[src/rtl/fifo_async_pkg.sv]
// Shared definitions for the asynchronous circular FIFO.
//
// Contents:
//   bin2gray / gray2bin : pointer code conversion. They work on 32-bit values;
//                         callers zero-extend narrower pointers and size-cast
//                         the result back to the pointer width.
//   ADDR_W / DEPTH      : RAM address width and depth for the default 4-bit
//                         pointer. Modules that take PTR_WIDTH as a parameter
//                         derive their own widths from it.
//   OBUF_DEPTH          : number of entries in the read-side output buffer.
package fifo_async_pkg;

  localparam int PTR_WIDTH_DEFAULT = 4;
  localparam int ADDR_W            = PTR_WIDTH_DEFAULT - 1;
  localparam int DEPTH             = 2 ** ADDR_W;
  localparam int OBUF_DEPTH        = 2;

  // Adjacent pointer values differ in exactly one bit once gray coded,
  // which makes the pointer safe to pass through a plain flop synchronizer.
  function automatic logic [31:0] bin2gray(input logic [31:0] bin);
    return bin ^ (bin >> 1);
  endfunction

  // Each binary bit is the XOR of all gray bits at and above its position.
  // Zero upper bits contribute nothing, so zero-extended inputs convert
  // correctly.
  function automatic logic [31:0] gray2bin(input logic [31:0] gray);
    logic [31:0] bin;
    bin[31] = gray[31];
    for (int i = 30; i >= 0; i--) begin
      bin[i] = bin[i+1] ^ gray[i];
    end
    return bin;
  endfunction

endpackage

[src/rtl/fifo_sync_2ff.sv]
// N-bit two-flop synchronizer.
//
// Ports:
//   clk_i  : destination-domain clock
//   rst_i  : synchronous active-high reset, clears both stages
//   d_i    : N-bit value from the other clock domain (gray coded by the sender)
//   q_o    : value after two destination-clock flops
//
// Both FIFO sides use this block: the read side for the write pointer and the
// write side for the read pointer.
module fifo_sync_2ff #(
  parameter int N = 4
) (
  input  logic         clk_i,
  input  logic         rst_i,
  input  logic [N-1:0] d_i,
  output logic [N-1:0] q_o
);

  logic [N-1:0] stage1_q;

  // The first stage may go metastable; the second stage gives it a full
  // clock period to settle before anything downstream looks at the value.
  always_ff @(posedge clk_i) begin
    if (rst_i) begin
      stage1_q <= '0;
      q_o      <= '0;
    end else begin
      stage1_q <= d_i;
      q_o      <= stage1_q;
    end
  end

endmodule

[src/rtl/fifo_async_read_ctrl.sv]
// Read-domain controller for the asynchronous circular FIFO.
//
// It synchronizes the write side's gray pointer, owns the binary and gray
// read pointers, keeps a registered empty flag, issues reads to the
// dual-port RAM and presents the data through a 2-entry valid/ready buffer.
//
// Ports:
//   clk_in           : read-domain clock
//   rst_in           : synchronous active-high reset
//   wptr_g_in        : gray write pointer from the write domain (asynchronous)
//   rptr_g_out       : registered gray read pointer, goes to the write side
//   rptr_b_out       : registered binary read pointer
//   mem_re_out       : RAM read enable
//   raddr_out        : RAM read address (low bits of rptr_b_out)
//   rdata_in         : RAM read data, valid the cycle after mem_re_out
//   empty_out        : registered flag, RAM holds no unread word
//   data_out         : head word of the output buffer
//   valid_out        : data_out is valid
//   ready_in         : consumer takes data_out when valid_out & ready_in
//   level_out        : (FIFO_RD_LEVEL_EN) registered count of unread RAM words
//   almost_empty_out : (FIFO_RD_LEVEL_EN) registered level <= AE_THRESH
//
// Build option: define FIFO_RD_LEVEL_EN to add level_out, almost_empty_out
// and the AE_THRESH parameter.
module fifo_async_read_ctrl
  import fifo_async_pkg::*;
#(
  parameter int WIDTH     = 8,
  parameter int PTR_WIDTH = 4
`ifdef FIFO_RD_LEVEL_EN
  ,
  parameter int AE_THRESH = 1
`endif
) (
  input  logic                 clk_in,
  input  logic                 rst_in,
  input  logic [PTR_WIDTH-1:0] wptr_g_in,
  output logic [PTR_WIDTH-1:0] rptr_g_out,
  output logic [PTR_WIDTH-1:0] rptr_b_out,
  output logic                 mem_re_out,
  output logic [PTR_WIDTH-2:0] raddr_out,
  input  logic [WIDTH-1:0]     rdata_in,
  output logic                 empty_out,
  output logic [WIDTH-1:0]     data_out,
  output logic                 valid_out,
  input  logic                 ready_in
`ifdef FIFO_RD_LEVEL_EN
  ,
  output logic [PTR_WIDTH-1:0] level_out,
  output logic                 almost_empty_out
`endif
);

  localparam int ObufIdxW = $clog2(OBUF_DEPTH);
  localparam int HeldW    = $clog2(OBUF_DEPTH + 1);

  logic [PTR_WIDTH-1:0] wptrGraySync;
  logic [PTR_WIDTH-1:0] wptrBinSync;

  logic [PTR_WIDTH-1:0] rptrBin_q, rptrBin_d;
  logic [PTR_WIDTH-1:0] rptrGray_q, rptrGray_d;
  logic                 empty_q, empty_d;
  logic                 inflight_q;

  logic [WIDTH-1:0]     obuf_q [OBUF_DEPTH];
  logic [ObufIdxW-1:0]  head_q, tail_q;
  logic [HeldW-1:0]     held_q;

  logic                 pop;
  logic                 issue;
  logic [2:0]           occ;
  logic [2:0]           occAfterPop;

  fifo_sync_2ff #(
    .N (PTR_WIDTH)
  ) uWptrSync (
    .clk_i (clk_in),
    .rst_i (rst_in),
    .d_i   (wptr_g_in),
    .q_o   (wptrGraySync)
  );

  assign wptrBinSync = PTR_WIDTH'(gray2bin(32'(wptrGraySync)));

  // Occupancy counts the words already held plus the one that may be on its
  // way back from the RAM. A new read goes out only if, after this cycle's
  // pop, that read still has a buffer slot waiting for it.
  always_comb begin
    pop         = valid_out & ready_in;
    occ         = 3'(held_q) + 3'(inflight_q);
    occAfterPop = occ - 3'(pop);
    issue       = ~empty_q & (occAfterPop < 3'd2);
    rptrBin_d   = issue ? rptrBin_q + 1'b1 : rptrBin_q;
    rptrGray_d  = PTR_WIDTH'(bin2gray(32'(rptrBin_d)));
    // The flag compares the pointer as it will be after this edge; using the
    // current one would let a second read slip out after the last word.
    empty_d     = (rptrGray_d == wptrGraySync);
  end

  // Read pointers, empty flag and the one-cycle RAM latency tracker.
  always_ff @(posedge clk_in) begin
    if (rst_in) begin
      rptrBin_q  <= '0;
      rptrGray_q <= '0;
      empty_q    <= 1'b1;
      inflight_q <= 1'b0;
    end else begin
      rptrBin_q  <= rptrBin_d;
      rptrGray_q <= rptrGray_d;
      empty_q    <= empty_d;
      inflight_q <= issue;
    end
  end

  // Output buffer: a 2-entry ring. The word requested last cycle is written
  // at the tail while the consumer may take the head in the same cycle.
  always_ff @(posedge clk_in) begin
    if (rst_in) begin
      for (int i = 0; i < OBUF_DEPTH; i++) begin
        obuf_q[i] <= '0;
      end
      head_q <= '0;
      tail_q <= '0;
      held_q <= '0;
    end else begin
      if (inflight_q) begin
        obuf_q[tail_q] <= rdata_in;
        tail_q         <= tail_q + 1'b1;
      end
      if (pop) begin
        head_q <= head_q + 1'b1;
      end
      held_q <= held_q + HeldW'(inflight_q) - HeldW'(pop);
    end
  end

  assign rptr_b_out = rptrBin_q;
  assign rptr_g_out = rptrGray_q;
  assign raddr_out  = rptrBin_q[PTR_WIDTH-2:0];
  assign mem_re_out = issue;
  assign empty_out  = empty_q;
  assign valid_out  = (held_q != '0);
  assign data_out   = obuf_q[head_q];

`ifdef FIFO_RD_LEVEL_EN
  logic [PTR_WIDTH-1:0] level_d;

  // Level is taken against the post-edge read pointer so it agrees with
  // rptr_b_out in the same cycle.
  always_comb begin
    level_d = wptrBinSync - rptrBin_d;
  end

  // Registered fill level and almost-empty flag.
  always_ff @(posedge clk_in) begin
    if (rst_in) begin
      level_out        <= '0;
      almost_empty_out <= 1'b1;
    end else begin
      level_out        <= level_d;
      almost_empty_out <= (32'(level_d) <= $unsigned(AE_THRESH));
    end
  end
`else
  logic unusedWptrBin;
  assign unusedWptrBin = ^wptrBinSync;
`endif

`ifndef SYNTHESIS
  // The issue rule keeps held words plus the pending read at two or fewer.
  always @(posedge clk_in) begin
    if (!rst_in) begin
      assert (occ <= 3'd2);
    end
  end
`endif

endmodule

[config.mk]
export PLATFORM = sky130hd
export DESIGN_NAME = fifo_async_read_ctrl
export DESIGN_NICKNAME = d
export VERILOG_FILES = /design/src/rtl/fifo_async_pkg.sv /design/src/rtl/fifo_sync_2ff.sv /design/src/rtl/fifo_async_read_ctrl.sv
export SDC_FILE = /design/constraint.sdc
export NUM_CORES = 1
export LEC_CHECK = 0
export CORE_MARGIN = 2
export CORE_UTILIZATION = 30
export DETAILED_ROUTE_END_ITERATION = 8
export DONT_BUFFER_PORTS = 1
export GPL_TIMING_DRIVEN = 1
export SLEW_MARGIN = 40
export SYNTH_ARGS = -nofsm -noshare
export SYNTH_HDL_FRONTEND = slang
export SYNTH_HIERARCHICAL = 1
export SYNTH_SLANG_ARGS = --single-unit
[constraint.sdc]
create_clock -name clk_in -period 3.9 [get_ports clk_in]
set_input_delay 0.39 -clock clk_in [delete_from_list [all_inputs] [get_ports clk_in]]
set_output_delay 0.39 -clock clk_in [all_outputs]
set_load 0.01 [all_outputs]
==> key figures <==
Synthesis
  • Cell Area, Synth: around 1700 um2
  • Synth Area in Adders: approximately 3.4%
  • Synth warn: 6
  • Combinational family with the most area after synthesis: simple AND/OR/NAND/NOR gates
  • Sequential area share after synthesis: a little over half
  • Compound-Gate Fraction of Synth Area: around 3.4%
  • Mapped Nets: 160
  • Simple-Gate Fraction of Synth Area: a little under a fifth
  • Post-Syn Area per Cell: 12.2 um2
  • Flops & latches, synth: 38
  • Synthesized instance count: 141
  • Yosys cell types: 33
  • Xor and xnor area share after synthesis: between 10% and 20%
  • Mux contribution to synthesized area: under 10%

Setup path
  • R2R Path Start: held_q[1]
  • Worst path max stage delay: approximately 500 ps
  • Crit path max-delay cell type: or3b_1
  • Crit path DAT: between 2000 and 3000 ps
  • CP Cell Sequence: or2_2, and2_1, ha_1, inv_1, ha_1, inv_1, fa_1, xor2_1, or3b_1, clkinv_1
  • Critical path origin: held_q[1]
  • Critical Path Stages: 10
  • Worst Setup Start Kind: flop
  • FF-to-FF End: empty_out
  • Crit path kind: reg2out
  • Required @ worst endpoint: ~3500 ps
  • Setup slack, reg-to-reg: 660 ps
  • Setup crit end kind: output port
  • Buf/Inv on CP: 3
  • CP endpoint: mem_re_out
  • Top delay family on crit path: simple AND/OR/NAND/NOR gates
  • Worst Reg-to-Reg Cells: 13
  • Critical path fanouts, max: 6

GRT
  • Gr busiest metal: met2
  • Total GRT Usage: just under 10%
  • Met2 usage: 15.6%
  • Largest net degree at the start of global routing: 27
  • Met3 usage: under 10%
  • GR Layer Usage met1: ~11%
  • Vias in the first global route: approximately 940
  • Total grt overflow: 0
  • First-pass GRT wire length: 4550 um
  • Initial antenna violation count: 0

CTS
  • Max Root-Sink Buffers: 2
  • TritonCTS clock tree: yes
  • Post-CTS resize count: 0
  • CTS buffer count: 5
  • Sink Count: 38
  • H-tree depth: 2
  • Root Buffer: clkbuf_8
  • Clock transition at path regs: approximately 70 ps
  • Setup Fix Bufs, Post-CTS: 0
  • Cts hold-fix bufs: 0
  • Worst-skew pair later-pin latency: 280 ps

Finish
  • Nets: roughly 160
  • Area Overhead vs Synth: 6.93%
  • Antenna Cells: 0
  • Share of layout cells above drive strength 1: between 15 and 20%
  • FILL cells: 550
  • Non-filler cells, final: around 210

Routing
  • Final ANT Viol Nets: 0
  • Total Wirelength: 2890 um
  • DR WL/cell: between 10 and 15 um
  • First-pass DRT Iterations: 4
  • Total number of vias: around 900
  • Initial DRC Count: 49
  • # DRC: 0
  • Via-to-Cell Ratio: 4.39

STA
  • Worst rel slew slack: a little over three fifths
  • Post-layout min period: 3290 ps
  • Setup-failing EPs final: 0
  • Worst Tran Pin Value: between 500 and 600 ps
  • Fmax: between 300 and 400 MHz
  • Post-route clock skew: between 5 and 6 ps
  • Final Hold Vio Count: 0
  • Setup ws final: 615 ps
  • Hold Slack: roughly 170 ps
  • RSZ-0062 raised after global routing: no
  • Max-slew violations: 0
  • Fin crit share: approximately 84%
  • Setup tns final: 0 ps

Place
  • Post-DP HPWL: ~2100 um
  • Port buffer count: 0
  • Placed cell count: slightly above 200
  • GPL Wtd Cong: roughly 0.86
  • Place WS: between 600 and 700 ps

Floorplanning
  • Die Ht: approximately 80 um
  • Total core area: between 5000 and 6000 um2
  • Die X: 79.6 um
  • FP Rows: 27
  • IO Pins: 37
  • DIE AREA: roughly 6300 um2
  • Starting Density: between 30% and 40%

Power
  • LEAKAGE: 0.713 nW
  • Peak supply drop: roughly 0.00026 V
  • Pwr dens: about 640 nW/um2

Worst hold path
  • Hold Crit Class: in2reg

Run
  • Max-cap violations: 0

Run status
  • Outcome: complete, no violations
==> worst reg2reg max path: stages, from the launching register on <==
cell and delay (ps):
dfxtp_1 340, or2_2 340, and2_1 200, ha_1 270
inv_1 60, ha_1 130, inv_1 50, fa_1 370
xor2_1 160, or3b_1 500, clkinv_1 200, o21ai_0 140
a221oi_2 310, nor3_2 60
==> placed cells by master (no fill, tap or decap) <==
cell        synthesis  routed
or3b_1              1       1
clkinv_1            1       2
dfxtp_1            22      22
o21ai_0             1       1
nor3_2              1       1
and3_1              3       3
o211a_1             1       1
and4bb_1            1       1
a221oi_2            1       1
mux2_2              8       8
nand4b_1            1       1
or4_4               1       1
xnor3_1             3       3
xor2_1              2       2
fa_1                1       1
ha_1                3       3
mux2i_4             1       1
clkinv_2            0       1
inv_1               5       5
nor2b_1             9       9
edfxtp_1           16      16
o211ai_2            1       1
nor2_1             14      14
xnor2_1            10      10
a21o_1              1       1
clkbuf_8            0       5
nand3_1             2       2
or2_2               2       2
a211oi_1            1       1
and2_2              1       1
clkinvlp_4          0       1
and2_1             17      17
==> sequential cells by signal, summed over array words and instances, names as in the netlist, named ones only <==
name	count
tail_q	1
head_q	1
held_q	2
uWptrSync/stage1_q	4
empty_out	1
rptr_b_out	4
obuf_q	16
rptr_g_out	3
uWptrSync/q_o	4
inflight_q	1
==> synth_stat cells <==
library cell | instances | area (um2)
a211oi_1 | 1 | 7.51
a21o_1 | 1 | 7.51
a221oi_2 | 1 | 15.0
and2_1 | 17 | 106
and2_2 | 1 | 7.51
and3_1 | 3 | 18.8
and4bb_1 | 1 | 12.5
buf_1 | 1 | 3.75
buf_2 | 3 | 15.0
buf_4 | 4 | 30.0
clkbuf_1 | 2 | 7.51
clkinv_1 | 1 | 3.75
dfxtp_1 | 22 | 440
edfxtp_1 | 16 | 480
fa_1 | 1 | 20.0
ha_1 | 3 | 37.5
inv_1 | 5 | 18.8
mux2_2 | 8 | 90.1
mux2i_4 | 1 | 22.5
nand3_1 | 2 | 10.0
nand4b_1 | 1 | 8.76
nor2_1 | 14 | 52.6
nor2b_1 | 9 | 56.3
nor3_2 | 1 | 10.0
o211a_1 | 1 | 10.0
o211ai_2 | 1 | 12.5
o21ai_0 | 1 | 5.00
or2_2 | 2 | 12.5
or3b_1 | 1 | 8.76
or4_4 | 1 | 11.3
xnor2_1 | 10 | 87.6
xnor3_1 | 3 | 67.6
xor2_1 | 2 | 17.5
==> routing by layer <==
metal	part of all wire [%]	vias to the layer above	routed length, um
met5	0	-	0
met4	0.45	0	13
met3	8.0	2	232
met2	48	27	1380
met1	44	439	1260
li1	-	459	-
==> kinds of logic after synthesis <==
| kind of cell | Yosys count |
|---|---|
| fa+ha+maj | 4 |
| simple gates | 53 |
| flops | 38 |
| mux | 9 |
| compound gates | 6 |
| buf+inv | 16 |
| xor+xnor | 15 |
==> report_power, final <==
part / switching (mW) / internal (mW) / total (mW)
Combinational: 0.194 / 0.175 / 0.369
Sequential: 0.0667 / 0.493 / 0.560
Clock: 0.130 / 0.122 / 0.252
Total: 0.391 / 0.791 / 1.18
==> layout make-up <==
class | instances | area (um2) | share of cell area, %
flip-flops and latches | 38 | 921 | 50.2
clock buffers | 5 | 68.8 | 3.75
clock inverters | 3 | 16.3 | 0.887
well taps | 72 | 90.1 | 4.91
multi-input cells | 87 | 716 | 39.0
inverters | 6 | 22.5 | 1.23
==> metrics by stage <==
| stage | total power [mW] | util [%] | cell area (um2) |
|---|---|---|---|
| final | 1.18 | 33.3 | 1830 |
| after global routing | 1.26 | 33.3 | 1830 |
| after CTS | 1.20 | 33.3 | 1830 |
| after detailed placement | 0.943 | 31.8 | 1750 |
| after global placement | 0.924 | 31.8 | 1750 |
| after floorplan | 0.884 | - | 1720 |
==> worst min-delay path by stage <==
| stage | start | to | depth (start not counted) |
|---|---|---|---|
| 2_1_floorplan | uWptrSync/stage1_q[0] | uWptrSync/q_o[0] | 1 |
| 4_1_cts | rst_in | tail_q | 1 |
| 3_3_place_gp | uWptrSync/stage1_q[0] | uWptrSync/q_o[0] | 1 |
| 5_1_grt | rst_in | tail_q | 1 |
| 6_report | rst_in | uWptrSync/stage1_q[0] | 1 |
| 3_5_place_dp | uWptrSync/stage1_q[0] | uWptrSync/q_o[0] | 1 |
(Power assumes the default switching activity.)
